<file path="src/rtl/ntt_pkg.sv">
// Shared constants and types for the NTT datapath: field modulus, Montgomery
// constants and the multiplier latency the butterfly aligns to.
package ntt_pkg;

    localparam int unsigned DATA_WIDTH   = 12;
    localparam logic [DATA_WIDTH-1:0] Q  = DATA_WIDTH'(3329);

    localparam bit          MULTYPE_KRED = 1'b0;
    localparam int unsigned MWR2MM_D     = 4;
    localparam int unsigned KRED_L       = 2;
    localparam int unsigned MO_MUL_LAT   = MULTYPE_KRED ? KRED_L + 2
                                         : (DATA_WIDTH + MWR2MM_D - 1) / MWR2MM_D + 2;

    typedef enum logic {BF_CT, BF_GS} bf_mode_e;

    // -Q^-1 mod 2^DATA_WIDTH via Newton iteration (precision doubles per step, Q odd)
    function automatic logic [DATA_WIDTH-1:0] mont_qneg_inv();
        logic [DATA_WIDTH-1:0] x;
        x = DATA_WIDTH'(1);
        for (int unsigned i = 0; i < 6; i++) begin
            x = x * (DATA_WIDTH'(2) - Q * x);
        end
        return DATA_WIDTH'(0) - x;
    endfunction

    localparam logic [DATA_WIDTH-1:0] Q_NEG_INV = mont_qneg_inv();

endpackage

</file>
<file path="src/rtl/mo_mul.sv">
// Montgomery multiplier: p = a*b*2^-WIDTH mod Q, result in [0,Q], delivered
// MO_MUL_LAT cycles after the operands are presented.
module mo_mul
    import ntt_pkg::*;
#(
    parameter int unsigned WIDTH = DATA_WIDTH
) (
    input  logic             clk,
    input  logic [WIDTH-1:0] a,
    input  logic [WIDTH-1:0] b,
    output logic [WIDTH-1:0] p
);

    logic [2*WIDTH-1:0] t;
    logic [WIDTH-1:0]   m;
    logic [2*WIDTH:0]   u_full;
    logic [WIDTH:0]     u;
    logic [WIDTH:0]     q_ext;
    logic [WIDTH-1:0]   p_comb;
    logic [WIDTH-1:0]   pipe [MO_MUL_LAT];

    assign q_ext  = (WIDTH+1)'(Q);
    assign t      = (2*WIDTH)'(a) * (2*WIDTH)'(b);
    assign m      = t[WIDTH-1:0] * WIDTH'(Q_NEG_INV);
    assign u_full = (2*WIDTH+1)'(t) + (2*WIDTH+1)'(m) * (2*WIDTH+1)'(Q);
    assign u      = (WIDTH+1)'(u_full >> WIDTH);
    // u < 2Q; only strictly-greater values are folded, so Q itself may emerge
    assign p_comb = (u > q_ext) ? WIDTH'(u - q_ext) : WIDTH'(u);

    always_ff @(posedge clk) begin
        pipe[0] <= p_comb;
        for (int unsigned i = 1; i < MO_MUL_LAT; i++) begin
            pipe[i] <= pipe[i-1];
        end
    end

    assign p = pipe[MO_MUL_LAT-1];

endmodule

</file>
<file path="src/rtl/mod_addsub.sv">
// Combinational modular add/sub pair. Inputs a in [0,Q), x in [0,Q]; the
// value Q on x behaves as 0. Both results land in [0,Q).
module mod_addsub
    import ntt_pkg::*;
(
    input  logic [DATA_WIDTH-1:0] a,
    input  logic [DATA_WIDTH-1:0] x,
    output logic [DATA_WIDTH-1:0] sum,
    output logic [DATA_WIDTH-1:0] diff
);

    logic [DATA_WIDTH:0] s;
    logic [DATA_WIDTH:0] d;
    logic [DATA_WIDTH:0] q_ext;

    assign q_ext = {1'b0, Q};
    assign s     = {1'b0, a} + {1'b0, x};
    assign d     = {1'b0, a} - {1'b0, x};

    assign sum  = (s >= q_ext) ? DATA_WIDTH'(s - q_ext) : DATA_WIDTH'(s);
    assign diff = d[DATA_WIDTH] ? DATA_WIDTH'(d + q_ext) : DATA_WIDTH'(d);

endmodule

</file>
<file path="src/rtl/ntt_butterfly.sv">
// Radix-2 CT/GS butterfly around a single mo_mul; fixed MO_MUL_LAT+3 latency
// in both modes, one-cycle bubble when a CT op directly follows a GS op.
module ntt_butterfly
    import ntt_pkg::*;
(
    input  logic                  clk,
    input  logic                  rst_n,
    input  logic                  in_valid,
    output logic                  in_ready,
    input  logic                  mode,
    input  logic [DATA_WIDTH-1:0] a,
    input  logic [DATA_WIDTH-1:0] b,
    input  logic [DATA_WIDTH-1:0] w,
    output logic                  out_valid,
    output logic [DATA_WIDTH-1:0] out0,
    output logic [DATA_WIDTH-1:0] out1
);

    localparam int unsigned L = MO_MUL_LAT;

    // Index k of each chain holds the op that is k+1 cycles past acceptance
    logic                  vld  [L+2];
    bf_mode_e              md   [L+2];
    logic [DATA_WIDTH-1:0] pass [L+2];

    logic [DATA_WIDTH-1:0] b0, w0, w1, diff1;
    logic [DATA_WIDTH-1:0] gs_sum, gs_diff, ct_sum, ct_diff, ct_sum_r, ct_diff_r;
    logic [DATA_WIDTH-1:0] mul_x, mul_w, prod;
    logic                  fire, gs_last, mul_ct;

    assign gs_last  = vld[0] && (md[0] == BF_GS);
    assign in_ready = !(gs_last && in_valid && (bf_mode_e'(mode) == BF_CT));
    assign fire     = in_valid && in_ready;

    // CT occupies the multiplier at age 1, GS at age 2
    assign mul_ct = vld[0] && (md[0] == BF_CT);
    assign mul_x  = mul_ct ? b0 : diff1;
    assign mul_w  = mul_ct ? w0 : w1;

    mod_addsub u_gs_addsub (
        .a    (pass[0]),
        .x    (b0),
        .sum  (gs_sum),
        .diff (gs_diff)
    );

    mo_mul #(.WIDTH(DATA_WIDTH)) u_mo_mul (
        .clk (clk),
        .a   (mul_w),
        .b   (mul_x),
        .p   (prod)
    );

    mod_addsub u_ct_addsub (
        .a    (pass[L]),
        .x    (prod),
        .sum  (ct_sum),
        .diff (ct_diff)
    );

    always_ff @(posedge clk) begin
        pass[0]   <= a;
        b0        <= b;
        w0        <= w;
        w1        <= w0;
        diff1     <= gs_diff;
        pass[1]   <= (md[0] == BF_GS) ? gs_sum : pass[0];
        for (int unsigned i = 2; i < L + 2; i++) begin
            pass[i] <= pass[i-1];
        end
        ct_sum_r  <= ct_sum;
        ct_diff_r <= ct_diff;
    end

    always_ff @(posedge clk or negedge rst_n) begin
        if (!rst_n) begin
            for (int unsigned i = 0; i < L + 2; i++) begin
                vld[i] <= 1'b0;
                md[i]  <= BF_CT;
            end
            out_valid <= 1'b0;
            out0      <= '0;
            out1      <= '0;
        end else begin
            vld[0] <= fire;
            md[0]  <= bf_mode_e'(mode);
            for (int unsigned i = 1; i < L + 2; i++) begin
                vld[i] <= vld[i-1];
                md[i]  <= md[i-1];
            end
            out_valid <= vld[L+1];
            if (vld[L+1]) begin
                if (md[L+1] == BF_CT) begin
                    out0 <= ct_sum_r;
                    out1 <= ct_diff_r;
                end else begin
                    out0 <= pass[L+1];
                    out1 <= (prod == Q) ? '0 : prod;
                end
            end
        end
    end

endmodule
</file>
<file path="config.mk">
export PLATFORM = sky130hd
export DESIGN_NAME = ntt_butterfly
export DESIGN_NICKNAME = d
export VERILOG_FILES = /design/src/rtl/ntt_pkg.sv /design/src/rtl/mo_mul.sv /design/src/rtl/mod_addsub.sv /design/src/rtl/ntt_butterfly.sv
export SDC_FILE = /design/constraint.sdc
export NUM_CORES = 1
export LEC_CHECK = 0
export ABC_AREA = 1
export CELL_PAD_IN_SITES_DETAIL_PLACEMENT = 0
export CELL_PAD_IN_SITES_GLOBAL_PLACEMENT = 1
export CORE_MARGIN = 3
export CORE_UTILIZATION = 48
export CTS_CLUSTER_DIAMETER = 100
export DETAILED_ROUTE_END_ITERATION = 8
export PLACE_DENSITY_LB_ADDON = 0.05
export SKIP_CTS_REPAIR_TIMING = 1
export SLEW_MARGIN = 20
export SYNTH_ARGS = -nofsm -noshare
export SYNTH_HDL_FRONTEND = slang
export SYNTH_SLANG_ARGS = --single-unit
</file>
<file path="constraint.sdc">
create_clock -name clk -period 15.1 [get_ports clk]
set_clock_uncertainty 0.2 [all_clocks]
set_input_delay 2.265 -clock clk [delete_from_list [all_inputs] [get_ports clk]]
set_output_delay 2.265 -clock clk [all_outputs]
set_load 0.02 [all_outputs]
</file>
; Word level (Yosys, flattened, before mapping)
; Memories as Yosys holds them, arrays and structs flattened.
; Cells that the tools add are included.
[op_classes]
addsub = 10
multipliers = 3
order_cmp = 3
n_eq_ne = 1
n_mux = 11
bitwise_logic = 2
n_reduce_logical = 6
[ops]
columns = operator, count
row1 = $mux 12, 11
row2 = $sub 12x12->12 const B, 3
row3 = $add 12x12->13, 2
row4 = $ge 13x12->1 const B, 2
row5 = $sub 12x12->13, 2
row6 = $add 24x24->25, 1
row7 = $add 12x12->12 const B, 2
row8 = $mul 12x12->24, 1
row9 = $mul 12x12->24 const B, 1
row10 = $gt 13x12->1 const B, 1
row11 = $eq 12x12->1 const B, 1
row12 = $mul 12x11->12 const B, 1
row13 = $logic_and 1x1->1, 5
row14 = $not 1->1, 2
row15 = $logic_not 1->1, 1
[totals]
regBits = 111
mem_bits_rw = 144
in_bits = 40
out_inout_bits = 26
wordCells = 61
mem_count = 2
[mem_list]
columns = memory, words, word_bits, read_ports, rd_clocked_by_memory_dff, write_ports, line_no
row1 = pass, 7, 12, 7, 0, 7, ntt_butterfly.sv:24  ; logic [DATA_WIDTH-1:0] pass [L+2];
row2 = u_mo_mul.pipe, 5, 12, 5, 0, 5, mo_mul.sv:20  ; logic [WIDTH-1:0] pipe [MO_MUL_LAT];

; Logic depth before layout (Yosys ltp)
[depth]
ltp_word = 9
ltp_mapped = 67
depth_no_buf = 65

; Modules after synthesis
; Synthesis repeated with hierarchy kept, for this count alone.
[hier_totals]
hier_cells = 2642
area_unflattened_um2 = 20892.5
[modules_own_cells]
columns = mod, n_inst, cells_each, area_each_um2
row1 = mo_mul, 1, 1458, 11239.5
row2 = ntt_butterfly, 1, 397, 5215.0
row3 = mod_addsub (u_gs_addsub), 1, 369, 2219.6
row4 = mod_addsub (u_ct_addsub), 1, 418, 2218.4

; Least setup slack after synthesis
; No wires, ideal clock.
[synth_path]
path_type = register to register
from = register md[6] (netlist name)
to = memory u_mo_mul.pipe[0][10] (netlist name)
arrival_ns = 11.477
setup_slack_ns = 3.311
path_stages_with_launch = 62
n_path_buf = 3
synth_period_minus_slack_ns = 11.789
cell_sequence = dfrtp_1 -> inv_2 -> nand2_2 -> buf_6 -> clkbuf_1 -> o21ai_1 -> nand2_1 -> fa_1 -> inv_1 -> ha_1 -> inv_1 -> fa_1 -> inv_1 -> ha_1 -> inv_1 -> fa_1 -> inv_1 -> ha_1 -> [26 not listed] -> ha_1 -> ha_1 -> nand2_1 -> nor2_1 -> nand2_1 -> nor2_1 -> nand2_1 -> nand3_1 -> nand2_1 -> nand2_1 -> nand2_1 -> nor2_2 -> nand3_1 -> nand3_2 -> nand2_4 -> buf_6 -> nand2_1 -> nand2_1
[synth_rtl]
columns = item, line_no
row1 = from (decl), ntt_butterfly.sv:23  ; bf_mode_e md [L+2];
row2 = "from (signal, indexed assignment)", ntt_butterfly.sv:89  ; md[i] <= md[i-1];
row3 = to (decl), mo_mul.sv:20

==> impl_metrics.py <==
metrics = {
    "sta": {
        "max_freq_ghz": 0.0722,
        "worstMarginPinSlew_ns": 1.11,
        "period_share": 0.918,
        "final_max_slew_viol_count": 0,
        "grt_setup_unrepaired": "false",
        "setup_viol": 0,
        "relSlewSlack": 0.255,
        "setup_tns_ns": 0,
        "hold_viol": 0,
        "fin_crit_ns": 13.86,
    },
    "routing": {
        "wl_per_cell_um": 15.3,
        "via_per_inst": 4.97,
        "met3WireLength_um": 2110,
        "dr_wl_met2_um": 20600,
        "routed_wl_um": 47100,
        "route.top_layer_used": "met4",
        "drc": 0,
        "drt-initial-drc-count": 660,
        "m1WireLength_um": 22500,
        "firstDrtPassIters": 5,
        "vias": 15300,
        "final_antenna_net_count": 0,
    },
    "placement": {
        "dp.cells": 3039,
        "placement.io_buffers": 65,
        "dp_hpwl_um": 39200,
        "routabilityCongestion": 0.889,
    },
    "critical_path": {
        "slowest_stage": "o21ai_1",
        "worstPathArrival_ns": 14.16,
        "crit_type": "reg2reg",
        "required_ns": 15.40,
        "cpPeakStageDelay_ns": 0.99,
        "endpoint_kind": "flop",
        "crit_family": "adder cells",
        "startpoint_type": "flop",
        "r2r_setup_slack_ns": 1.24,
        "crit_top_cell": "inv_1",
        "path_max_fanout": 48,
        "critPathBufInv": 13,
    },
    "clock_network": {
        "path_clk_slew_ns": 0.07,
        "ctsHtreeMaxLevel": 1,
        "clock_path_buffers": 3,
        "cts_tree": "done",
        "numCtsBuffers": 26,
        "clk-insertion-delay-late_ns": 0.56,
        "cts-root-buf": "clkbuf_16",
        "cts_num_sinks": 255,
    },
    "global_routing": {
        "grt_max_degree": 49,
        "grt_pass1_wl_um": 78800,
        "grt-ovfl-total": 0,
        "antenna_found_initial": 2,
        "track_usage": 0.220,
        "grt_pass1_vias": 15600,
    },
    "die": {
        "dieWidth_um": 209,
        "num_rows": 73,
        "core_area_um2": 40100,
        "die_y_um": 209,
        "die-area_um2": 43500,
        "start_util": 0.491,
        "num_io_pins": 66,
    },
    "synth": {
        "postSynthCellCount": 2475,
        "synth_largest_area_cell": "dfxtp_1",
        "yosys_warnings": 0,
        "synth_edf_count": 0,
        "post-synth-top-count-cell": "nand2_1",
        "synth_cell_type_count": 47,
        "mappedNetlistArea_um2": 19700,
        "synth_top_cells_by_area": "dfxtp_1, fa_1, ha_1, nand2_1, inv_1",
        "ys_seq_elements": 255,
        "synthesis.nets": 2909,
        "syn_area_per_cell_um2": 7.96,
        "synth_common_cells": "nand2_1, inv_1, ha_1",
        "asyncSetResetFlopFracSynth": 0.153,
        "yosys_most_used_dff": "dfxtp_1",
        "seq_area_frac_synth": 0.269,
        "synth_top_area_frac": 0.219,
    },
    "layout": {
        "area_delta_synth_final_pct": 10.8,
        "layout-drive-gt1-share": 0.0402,
        "nNetsFinal": 2976,
        "num_antenna_cells": 0,
        "layout.cells.non_filler": 3087,
    },
    "min_path": {
        "hold_path.class": "reg2reg",
    },
    "flow_run": {
        "cap_violations": 0,
    },
    "status": {
        "status": "complete, no violations",
    },
}
[stage by stage]
stage                     instance area [um^2]  setup slack (ns)  hold slack [ns]   util
after floorplan                          19700              3.31            0.110      -
after global placement                   20900              1.32            0.110  0.521
after detailed placement                 20900              1.21            0.112  0.521
after CTS                                21800              1.12            0.106  0.544
after global routing                     21800            0.0728            0.106  0.544
final                                    21800              1.24            0.101  0.544
[flip-flops by register name, indices dropped and copies added, names as in the netlist]
name,cells
out1,12
pass,84
vld,7
b0,12
w1,12
diff1,12
out0,12
ct_sum_r,12
out_valid,1
w0,12
ct_diff_r,12
u_mo_mul.pipe,60
md,7
[final timing paths]
path                             from                  end  cells past startpoint
max                             md[6]  u_mo_mul.pipe[0][7]                     53
min                        pass[2][7]           pass[3][7]                      0
max reg2reg                     md[6]  u_mo_mul.pipe[0][7]                     53
min reg2reg                pass[2][7]           pass[3][7]                      0
max in group asynchronous       rst_n               vld[5]                      1
min in group asynchronous       rst_n             out0[10]                      1
[logic make-up after synthesis]
kind of cell | after synthesis | share of synthesized area
and+or+nand+nor | 962 | 0.206
DFF | 255 | 0.269
buffers and inverters | 539 | 0.106
adders and majority gates | 394 | 0.310
AOI/OAI and AO/OA | 221 | 0.0607
xor gates and xnor gates | 104 | 0.0480
[layer usage]
metal | GRT usage | up-vias
met3 | 0.0288 | 84
met2 | 0.351 | 324
met1 | 0.312 | 7127
met5 | 0 | -
met4 | 0.0727 | 0
li1 | - | 7792
[area by class of cell]
class / instances / area (um^2)
multi-input cells: 1681 / 12300
clock inverters: 15 / 208
flip-flops and latches: 255 / 5300
inverters: 504 / 1890
repair buffers: 74 / 713
fillers: 3837 / 18300
clock buffers: 33 / 729
well taps: 525 / 657
[worst register-to-register path: cells and delay by family (launching register included)]
family / cells / cell delay, ns
compound gates: 2 / 1.14
buf+inv: 13 / 1.27
flops: 1 / 0.53
simple gates: 18 / 2.43
fa+ha+maj: 18 / 7.14
xor+xnor: 2 / 1.06
[placed cells by master, fill, tap and decap left out, types with 4 or more instances in the layout]
cell,instances
nand3b_1,5
dfrtp_1,39
dfxtp_1,216
clkdlybuf4s50_1,64
ha_1,237
clkbuf_1,4
nand3_1,101
o21ai_0,84
clkbuf_16,28
o21ai_1,19
a21oi_1,76
nand4_1,50
nand2_1,581
a31oi_1,6
nand2_2,9
o21ai_2,4
fa_1,157
bufinv_16,4
inv_2,8
a21o_1,6
inv_1,495
buf_4,9
xnor2_1,27
clkinv_2,4
nor3_1,26
xor2_1,74
o21bai_1,9
or2_2,4
nor2_1,162
a22oi_1,4
nand3_2,7
nor2_2,4
Power is left out: the tool's default activity adds up to more than one toggle a clock period on the data nets, which glitch-free logic cannot reach.
